**config.mk**
```make
export PLATFORM = sky130hd
export DESIGN_NAME = axil_pattern_master
export DESIGN_NICKNAME = d
export VERILOG_FILES = /design/src/rtl/axil_pm_pkg.sv /design/src/rtl/axil_pm_watchdog.sv /design/src/rtl/axil_pattern_master.sv
export SDC_FILE = /design/constraint.sdc
export NUM_CORES = 1
export LEC_CHECK = 0
export BUFFER_PORTS_ARGS = -buffer_cell sky130_fd_sc_hd__buf_4
export CORE_ASPECT_RATIO = 0.9
export CORE_UTILIZATION = 30
export CTS_BUF_LIST = sky130_fd_sc_hd__clkbuf_4
export CTS_CLUSTER_DIAMETER = 50
export DETAILED_ROUTE_END_ITERATION = 8
export PLACE_DENSITY_LB_ADDON = 0.25
export SYNTH_ARGS = -nofsm -noshare
export SYNTH_HDL_FRONTEND = slang
export SYNTH_SLANG_ARGS = --single-unit
```
**constraint.sdc**
```tcl
create_clock -name ACLK -period 3.2 [get_ports ACLK]
set_clock_uncertainty 0.1 [all_clocks]
set_input_delay 0.32 -clock ACLK [delete_from_list [all_inputs] [get_ports ACLK]]
set_output_delay 0.32 -clock ACLK [all_outputs]
set_load 0.03 [all_outputs]
```
**src/rtl/axil_pm_pkg.sv**
```systemverilog
`default_nettype none
// ============================================================================
// Module   : axil_pm_pkg
// Brief    : Shared types and AXI4-Lite constants for axil_pattern_master.
// Revision : 1.0
// ============================================================================
package axil_pm_pkg;

    typedef enum logic [1:0] {
        ST_IDLE  = 2'd0,
        ST_WRITE = 2'd1,
        ST_READ  = 2'd2,
        ST_DONE  = 2'd3
    } pm_state_e;

    localparam logic [1:0] AXI_RESP_OKAY    = 2'b00;
    localparam logic [2:0] AXI_PROT_DEFAULT = 3'b000;

endpackage
`default_nettype wire

```
**src/rtl/axil_pm_watchdog.sv**
```systemverilog
`default_nettype none
// ============================================================================
// Module   : axil_pm_watchdog
// Brief    : Stall counter; o_expired pulses on the C_LIMIT-th enabled cycle
//            since the last clear.
// Revision : 1.0
// ============================================================================
module axil_pm_watchdog #(
    parameter int C_LIMIT = 256
) (
    input  logic clk,
    input  logic rst,
    input  logic i_clr,
    input  logic i_en,
    output logic o_expired
);

    localparam int CNT_W = $clog2(C_LIMIT + 1);

    logic [CNT_W-1:0] count_q;
    logic [CNT_W-1:0] count_d;

    always_comb begin
        count_d = count_q;
        if (i_clr) begin
            count_d = '0;
        end else if (i_en) begin
            count_d = count_q + CNT_W'(1);
        end
    end

    assign o_expired = i_en & ~i_clr & (count_q == CNT_W'(C_LIMIT - 1));

    always_ff @(posedge clk) begin
        if (rst) begin
            count_q <= '0;
        end else begin
            count_q <= count_d;
        end
    end

endmodule
`default_nettype wire

```
**src/rtl/axil_pattern_master.sv**
```systemverilog
`default_nettype none
// ============================================================================
// Module   : axil_pattern_master
// Brief    : AXI4-Lite initiator: writes C_SEED+i to word i of a window, reads
//            the window back and flags mismatches/error responses on ERROR.
//            Optional watchdog enabled by the macro AXIL_PM_TIMEOUT_EN.
// Revision : 1.0
// ============================================================================
module axil_pattern_master
    import axil_pm_pkg::*;
#(
    parameter int          C_ADDR_WIDTH     = 32,
    parameter int          C_DATA_WIDTH     = 32,
    parameter int          C_NUM_WORDS      = 4,
    parameter logic [31:0] C_BASE_ADDR      = 32'h0,
    parameter logic [31:0] C_SEED           = 32'h1,
    parameter int          C_TIMEOUT_CYCLES = 256
) (
    input  logic                      ACLK,
    input  logic                      ARESET,
    input  logic                      INIT_AXI_TXN,
    output logic                      TXN_DONE,
    output logic                      ERROR,
    output logic [C_ADDR_WIDTH-1:0]   M_AXI_AWADDR,
    output logic [2:0]                M_AXI_AWPROT,
    output logic                      M_AXI_AWVALID,
    input  logic                      M_AXI_AWREADY,
    output logic [C_DATA_WIDTH-1:0]   M_AXI_WDATA,
    output logic [C_DATA_WIDTH/8-1:0] M_AXI_WSTRB,
    output logic                      M_AXI_WVALID,
    input  logic                      M_AXI_WREADY,
    input  logic [1:0]                M_AXI_BRESP,
    input  logic                      M_AXI_BVALID,
    output logic                      M_AXI_BREADY,
    output logic [C_ADDR_WIDTH-1:0]   M_AXI_ARADDR,
    output logic [2:0]                M_AXI_ARPROT,
    output logic                      M_AXI_ARVALID,
    input  logic                      M_AXI_ARREADY,
    input  logic [C_DATA_WIDTH-1:0]   M_AXI_RDATA,
    input  logic [1:0]                M_AXI_RRESP,
    input  logic                      M_AXI_RVALID,
    output logic                      M_AXI_RREADY
);

    localparam int IDX_W = $clog2(C_NUM_WORDS + 1);

    pm_state_e        state_q, state_d;
    logic [IDX_W-1:0] idx_q, idx_d;
    logic             init_q, init_d;
    logic             awvalid_q, awvalid_d;
    logic             wvalid_q, wvalid_d;
    logic             bready_q, bready_d;
    logic             arvalid_q, arvalid_d;
    logic             rready_q, rready_d;
    logic             txn_done_q, txn_done_d;
    logic             error_q, error_d;

    logic                    w_start;
    logic                    w_last;
    logic                    w_aw_hs, w_w_hs, w_b_hs, w_ar_hs, w_r_hs;
    logic                    w_aw_fin, w_w_fin;
    logic                    w_wr_busy, w_rd_busy;
    logic                    w_rd_bad;
    logic                    w_wd_expire;
    logic [C_ADDR_WIDTH-1:0] w_addr;
    logic [C_DATA_WIDTH-1:0] w_exp_data;

    assign w_start   = INIT_AXI_TXN & ~init_q;
    assign w_last    = (idx_q == IDX_W'(C_NUM_WORDS));
    assign w_aw_hs   = awvalid_q & M_AXI_AWREADY;
    assign w_w_hs    = wvalid_q & M_AXI_WREADY;
    assign w_b_hs    = bready_q & M_AXI_BVALID;
    assign w_ar_hs   = arvalid_q & M_AXI_ARREADY;
    assign w_r_hs    = rready_q & M_AXI_RVALID;
    // A channel is finished once its VALID has dropped or handshakes right now.
    assign w_aw_fin  = ~awvalid_q | w_aw_hs;
    assign w_w_fin   = ~wvalid_q | w_w_hs;
    assign w_wr_busy = awvalid_q | wvalid_q | bready_q;
    assign w_rd_busy = arvalid_q | rready_q;

    assign w_addr     = C_ADDR_WIDTH'(C_BASE_ADDR) + (C_ADDR_WIDTH'(idx_q) << 2);
    assign w_exp_data = C_DATA_WIDTH'(C_SEED + 32'(idx_q));
    assign w_rd_bad   = (M_AXI_RDATA != w_exp_data) || (M_AXI_RRESP != AXI_RESP_OKAY);

`ifdef AXIL_PM_TIMEOUT_EN
    logic w_pending;
    logic w_any_hs;

    assign w_pending = w_wr_busy | w_rd_busy;
    assign w_any_hs  = w_aw_hs | w_w_hs | w_b_hs | w_ar_hs | w_r_hs;

    axil_pm_watchdog #(
        .C_LIMIT (C_TIMEOUT_CYCLES)
    ) u_watchdog (
        .clk       (ACLK),
        .rst       (ARESET),
        .i_clr     (w_any_hs | ~w_pending),
        .i_en      (w_pending),
        .o_expired (w_wd_expire)
    );
`else
    assign w_wd_expire = 1'b0;
`endif

    always_comb begin
        state_d    = state_q;
        idx_d      = idx_q;
        init_d     = INIT_AXI_TXN;
        awvalid_d  = awvalid_q;
        wvalid_d   = wvalid_q;
        bready_d   = bready_q;
        arvalid_d  = arvalid_q;
        rready_d   = rready_q;
        txn_done_d = txn_done_q;
        error_d    = error_q;

        case (state_q)
            ST_IDLE, ST_DONE: begin
                if (w_start) begin
                    state_d    = ST_WRITE;
                    idx_d      = '0;
                    error_d    = 1'b0;
                    txn_done_d = 1'b0;
                end
            end
            ST_WRITE: begin
                if (!w_wr_busy) begin
                    if (w_last) begin
                        state_d = ST_READ;
                        idx_d   = '0;
                    end else begin
                        awvalid_d = 1'b1;
                        wvalid_d  = 1'b1;
                    end
                end else begin
                    if (w_aw_hs) awvalid_d = 1'b0;
                    if (w_w_hs)  wvalid_d  = 1'b0;
                    if ((awvalid_q | wvalid_q) && w_aw_fin && w_w_fin) begin
                        bready_d = 1'b1;
                    end
                    if (w_b_hs) begin
                        bready_d = 1'b0;
                        idx_d    = idx_q + IDX_W'(1);
                        if (M_AXI_BRESP != AXI_RESP_OKAY) error_d = 1'b1;
                    end
                end
            end
            ST_READ: begin
                if (!w_rd_busy) begin
                    if (w_last) begin
                        state_d    = ST_DONE;
                        txn_done_d = 1'b1;
                    end else begin
                        arvalid_d = 1'b1;
                    end
                end else begin
                    if (w_ar_hs) begin
                        arvalid_d = 1'b0;
                        rready_d  = 1'b1;
                    end
                    if (w_r_hs) begin
                        rready_d = 1'b0;
                        idx_d    = idx_q + IDX_W'(1);
                        if (w_rd_bad) error_d = 1'b1;
                    end
                end
            end
            default: state_d = ST_IDLE;
        endcase

        if (w_wd_expire) begin
            awvalid_d  = 1'b0;
            wvalid_d   = 1'b0;
            bready_d   = 1'b0;
            arvalid_d  = 1'b0;
            rready_d   = 1'b0;
            error_d    = 1'b1;
            txn_done_d = 1'b1;
            state_d    = ST_DONE;
        end
    end

    always_ff @(posedge ACLK) begin
        if (ARESET) begin
            state_q    <= ST_IDLE;
            idx_q      <= '0;
            init_q     <= 1'b0;
            awvalid_q  <= 1'b0;
            wvalid_q   <= 1'b0;
            bready_q   <= 1'b0;
            arvalid_q  <= 1'b0;
            rready_q   <= 1'b0;
            txn_done_q <= 1'b0;
            error_q    <= 1'b0;
        end else begin
            state_q    <= state_d;
            idx_q      <= idx_d;
            init_q     <= init_d;
            awvalid_q  <= awvalid_d;
            wvalid_q   <= wvalid_d;
            bready_q   <= bready_d;
            arvalid_q  <= arvalid_d;
            rready_q   <= rready_d;
            txn_done_q <= txn_done_d;
            error_q    <= error_d;
        end
    end

    assign TXN_DONE      = txn_done_q;
    assign ERROR         = error_q;
    assign M_AXI_AWADDR  = w_addr;
    assign M_AXI_AWPROT  = AXI_PROT_DEFAULT;
    assign M_AXI_AWVALID = awvalid_q;
    assign M_AXI_WDATA   = w_exp_data;
    assign M_AXI_WSTRB   = '1;
    assign M_AXI_WVALID  = wvalid_q;
    assign M_AXI_BREADY  = bready_q;
    assign M_AXI_ARADDR  = w_addr;
    assign M_AXI_ARPROT  = AXI_PROT_DEFAULT;
    assign M_AXI_ARVALID = arvalid_q;
    assign M_AXI_RREADY  = rready_q;

endmodule
`default_nettype wire

```
* After elaboration in Yosys (flattened, before gate mapping)
Index checks and enable logic that the tools add are counted.
** Word-level totals
- Flip-flop bits (word level) :: 13
- Output and inout bits :: 113
** Operators by class
- Mux-type cells :: 35
- Reductions and logical operators :: 19
- Eq/ne operators :: 23
- Add/sub/neg operators :: 2
- Bitwise operators :: 14
** Operators by type and width (count)
- 32-bit by 4-bit != test with 1-bit output :: 1
- 2-bit != test, second input constant :: 14
- 1-bit two-way mux :: 20
- 3-bit two-way mux :: 6
- 3-bit AND reduction :: 5
- 2-bit two-way mux :: 5
- 5-bit AND reduction :: 2
- 2-bit nonzero test :: 5
- 3-bit one-hot mux with 3 select lines :: 1
- 7-bit AND reduction :: 1
- 1-bit bitwise AND :: 6
- 3-bit != test, second input constant :: 2
- 2-bit one-hot mux with 3 select lines :: 1
- 1-bit OR :: 5
- 1-bit by 3-bit adder with 4-bit output, first input constant :: 1
- 2-bit equality test, second input constant :: 2
- 2-bit by 1-bit != test with 1-bit output, second input constant :: 2
- 4-bit AND reduction :: 1
- 3-bit by 1-bit adder with 3-bit output, second input constant :: 1
- 3-bit equality test, second input constant :: 1
- 1-bit inverter :: 3
- 1-bit one-hot mux with 3 select lines :: 1
- 2-bit by 1-bit equality test with 1-bit output, second input constant :: 1
- 1-bit logical AND :: 2
- 4 further kinds :: 4

* Longest topological paths before layout
- Depth after elaboration :: 7
- Gate-level depth with buffers :: 8

* Worst setup path before layout
OpenSTA, ideal clock, no wires.
- Path type :: register to register
- Start point :: register idx_q[0]
- End point :: register error_q, in the netlist ERROR
- Period minus slack after synthesis :: 2412 ps
- Setup slack :: 788 ps
- Data arrival time :: 2226 ps
- Setup time :: 86 ps
- Cell stages (with the launch flop) :: 8
- Path through :: dfxtp_1 -> inv_1 -> ha_1 -> xor2_1 -> nor3_2 -> nand4_1 -> o211a_1 -> a211oi_1
** Between the ends
- Cells in the longest elaborated chain, start to end :: 5
** Ends and longest elaborated chain
- start, declared :: RTL line axil_pattern_master.sv:48 : logic [IDX_W-1:0] idx_q, idx_d;
- start signal, assigned :: RTL line axil_pattern_master.sv:197 : idx_q <= idx_d;
- 1-bit by 3-bit adder with 4-bit output :: RTL line axil_pattern_master.sv:82 : assign w_exp_data = C_DATA_WIDTH'(C_SEED + 32'(idx_q));
- net M_AXI_WDATA[0] :: RTL line axil_pattern_master.sv:28 : output logic [C_DATA_WIDTH-1:0] M_AXI_WDATA,
- 32-bit by 4-bit != test with 1-bit output :: RTL line axil_pattern_master.sv:83 : assign w_rd_bad = (M_AXI_RDATA != w_exp_data) || (M_AXI_RRESP != AXI_RESP_OKAY);
- 1-bit logical OR :: RTL line axil_pattern_master.sv:83
- 2-bit != test (no line)
- 7-bit AND reduction (no line)
- end signal, assigned :: RTL line axil_pattern_master.sv:205 : error_q <= error_d;
- end, declared :: RTL line axil_pattern_master.sv:56 : logic error_q, error_d;
The timed path passes the listed nets, and every way through them passes these cells.
A chain may end at the register's enable or synchronous reset.

* Final worst setup path
- Start point :: register idx_q[0]
- End point :: register error_q, in the netlist ERROR
** Between the ends
- Cells in the longest elaborated chain, start to end :: 5
** Ends and longest elaborated chain (RTL line)
- 1-bit by 3-bit adder with 4-bit output :: axil_pattern_master.sv:82
- 32-bit by 4-bit != test with 1-bit output :: axil_pattern_master.sv:83
- 1-bit logical OR :: axil_pattern_master.sv:83
- 2-bit != test (no line)
- 7-bit AND reduction (no line)
Every way passes these cells.

==> key figures <==
Clocking
  • Hold-fix buffers at CTS: 0
  • Max clock buf depth: 2
  • Post-CTS Setup Bufs: 0
  • H-tree levels: 1
  • Number of instances resized during post-cts repair: 0
  • Clock Latency Late Sink: 0.29 ns
  • Clk sinks: 13
  • Inserted Clock Buffers: 3
  • CTS tree: built
  • CTS root buf: clkbuf_4
  • Worst-path clk slew: 0.08 ns

Power and ir drop
  • Internal power: 0.000446 W
  • Pleak: 0.913 nW
  • Power per cell area: 531 mW/mm²
  • Combinational power share: 61.4%
  • Total power: 0.000933 W
  • Clk network pwr share: 12.6%
  • Net Sw Frac: 52.2%
  • P_sw: 0.000487 W
  • Max VDD drop: 0.256 mV
  • Flop pwr share: 26.0%

Critical path
  • Worst path arrival time: 2.07 ns
  • CP required: 3.31 ns
  • Max FO, Critical Path: 7
  • R2R depth: 7
  • Setup crit end kind: flop
  • R2R setup slack: 1.24 ns
  • Reg2reg end: ERROR
  • Critical path class: reg -> reg
  • Reg2reg start: idx_q[0]
  • Worst setup path startpoint: idx_q[0]
  • Element type at the critical path start: flop

Logic synthesis
  • Synth Register Bits: 13
  • Synth async-reset ratio: 0%
  • Predominant post-synthesis flop cell: dfxtp_1
  • Synth cell types: 41
  • Mapped Cells: 202
  • Yosys top cell area share: 47.2%
  • Synthesized cell area: 0.00161 mm²
  • Top cells by area, synth: buf_4 (47%), dfxtp_1 (16%), ha_1 (3.9%)
  • Largest area contributor in the netlist: buf_4
  • Post-synth EDFFs: 0
  • Sequential fraction of the synthesis area: 16.2%
  • Average cell area after synthesis: 7.95 µm²
  • Synthesis warning total: 0

STA
  • Worst-margin pin slew: 0.536 ns
  • Minimum clock period after layout: 1.96 ns
  • Final setup margin: 1.24 ns
  • Slew HR: 63.9%
  • RSZ-0062 raised after global routing: no
  • Final period utilization: 61.1%
  • Final setup fails: 0
  • Fmax: 0.511 GHz
  • Final TNS setup: 0 ns
  • Final hold vios: 0
  • Pins Over Slew Limit: 0

Floorplan
  • Chip width: 79.1 µm
  • I/O pin count: 157
  • DIE AREA: 0.00565 mm²
  • Row count: 24
  • Initial core utilization: 32.2%
  • Die height: 71.4 µm
  • Core ar.: 0.00498 mm²

Hold path
  • WHS Path Cells: 2
  • HP Class: in -> reg
  • Critical hold path startpoint: M_AXI_ARREADY
  • Hold Path Sink: M_AXI_ARVALID

Layout
  • Most frequent cells in the layout: conb_1 (96), buf_4 (60), dfxtp_1 (13), nand2_1 (13), a21oi_1 (9)
  • Fillers: 555
  • Commonest non-fill, non-tap cell in the layout: conb_1
  • Share of post-route cells with drive strength above 1: 26.7%
  • Final nets: 308
  • Antenna cells: 0
  • Area added between synthesis and finish: 9.42%

Detailed routing
  • Iter 0 DRT Violations: 21
  • Drt total wl: 3.08 mm
  • DR top layer: met4
  • Met3 Routed Length: 388 µm
  • Routed via count: 1194
  • DRT Pass-1 Iters: 6
  • Wire per inst: 9.54 µm
  • Detail Route Antenna Nets: 0
  • Met2 wire len: 1.47 mm
  • Vias per cell: 3.70
  • WL met1: 1.18 mm
  • Remaining routing DRC violations: 0

Placed design
  • Post-DP HPWL: 2.62 mm
  • I/O Buffers: 60
  • DP Worst Slack: 1.24 ns
  • GPL Wtd Cong: 0.717

Status
  • Status: completed

GRT
  • Pin count of the biggest net entering global routing: 14
  • Initial antenna violation count: 0
  • GRT overflow: 0
  • First-pass GRT wire length: 4.40 mm
  • Number of global-route vias before repair: 968
  • GRT Util Overall: 10.2%

Run
  • Max-Cap Viols: 0
critical path, cell delays in order (launching register included):
cell      delay [ns]
dfxtp_1         0.44
inv_1           0.11
ha_1            0.34
xor2_1          0.18
nor3_2          0.17
nand4_1         0.13
o211a_1         0.22
a211oi_1        0.19
cell families after synthesis:
group                    share of synthesized area, %
AO/OA/AOI/OAI                                    10.2
XOR/XNOR                                         2.73
adder cells (fa/ha/maj)                          3.89
buffers and inverters                            49.1
flip-flops                                       16.2
multiplexers                                    0.701
other                                           0.467
AND/OR/NAND/NOR                                  16.7
state kept, by name, summed over array words and instances (netlist names):
name           count
M_AXI_ARVALID      1
state_q            2
M_AXI_WVALID       1
ERROR              1
M_AXI_BREADY       1
idx_q              3
init_q             1
M_AXI_AWVALID      1
TXN_DONE           1
M_AXI_RREADY       1
metrics by stage:
step           cells  area, µm²  hold slack (ns)  utilization [%]
2_1_floorplan    296       1960            0.292                -
3_3_place_gp     319       1730            0.345             34.7
3_5_place_dp     319       1730            0.349             34.7
4_1_cts          323       1760            0.128             35.3
5_1_grt          323       1760            0.145             35.3
6_report         323       1760            0.143             35.3
cell usage after synthesis, drive strengths merged (2+ instances only):
cell / n
nand2b: 2
nor2b: 2
nor2: 2
nand2: 13
nor4: 5
nor3: 3
nand4bb: 2
or2: 3
buf: 102
xor2: 2
ha: 5
o21ai: 2
inv: 7
a21oi: 9
a22oi: 3
xnor2: 3
a311oi: 2
conb: 2
dfxtp: 13
a31oi: 2
nand3: 4
area by class of cell:
| cell class | count | area, µm² | area share, % |
|---|---|---|---|
| Inverter | 7 | 26.3 | 1.49 |
| Sequential cell | 13 | 260 | 14.8 |
| Clock buffer | 4 | 30.0 | 1.71 |
| Multi-Input combinational cell | 174 | 910 | 51.7 |
| Tap cell | 65 | 81.3 | 4.63 |
| Timing Repair Buffer | 60 | 450 | 25.6 |
worst max-delay path by stage:
| stage | slack (ns) | cells past startpoint | to |
|---|---|---|---|
| finish | 1.24 | 7 | ERROR |
| global route | 1.03 | 7 | ERROR |
| CTS | 1.22 | 7 | ERROR |
| detailed placement | 1.24 | 7 | ERROR |
| global placement | 1.30 | 7 | ERROR |
| floorplan | 0.79 | 7 | ERROR |
power by group through the flow:
stage	registers [W]	clock network [W]	logic, W
finish	0.000243	0.000117	0.000573
global route	0.000249	0.000128	0.000627
CTS	0.000243	0.000123	0.000573
detailed placement	0.000246	0	0.000571
global placement	0.000246	0	0.000573
floorplan	0.000291	0	0.000484
metal layers:
metal  up-vias  track usage (%)
li1        588                -
met1       512             11.8
met2        89             17.2
met3         5             4.33
met4         0             3.03
met5         -                0
Power figures use the tool's default switching activity.
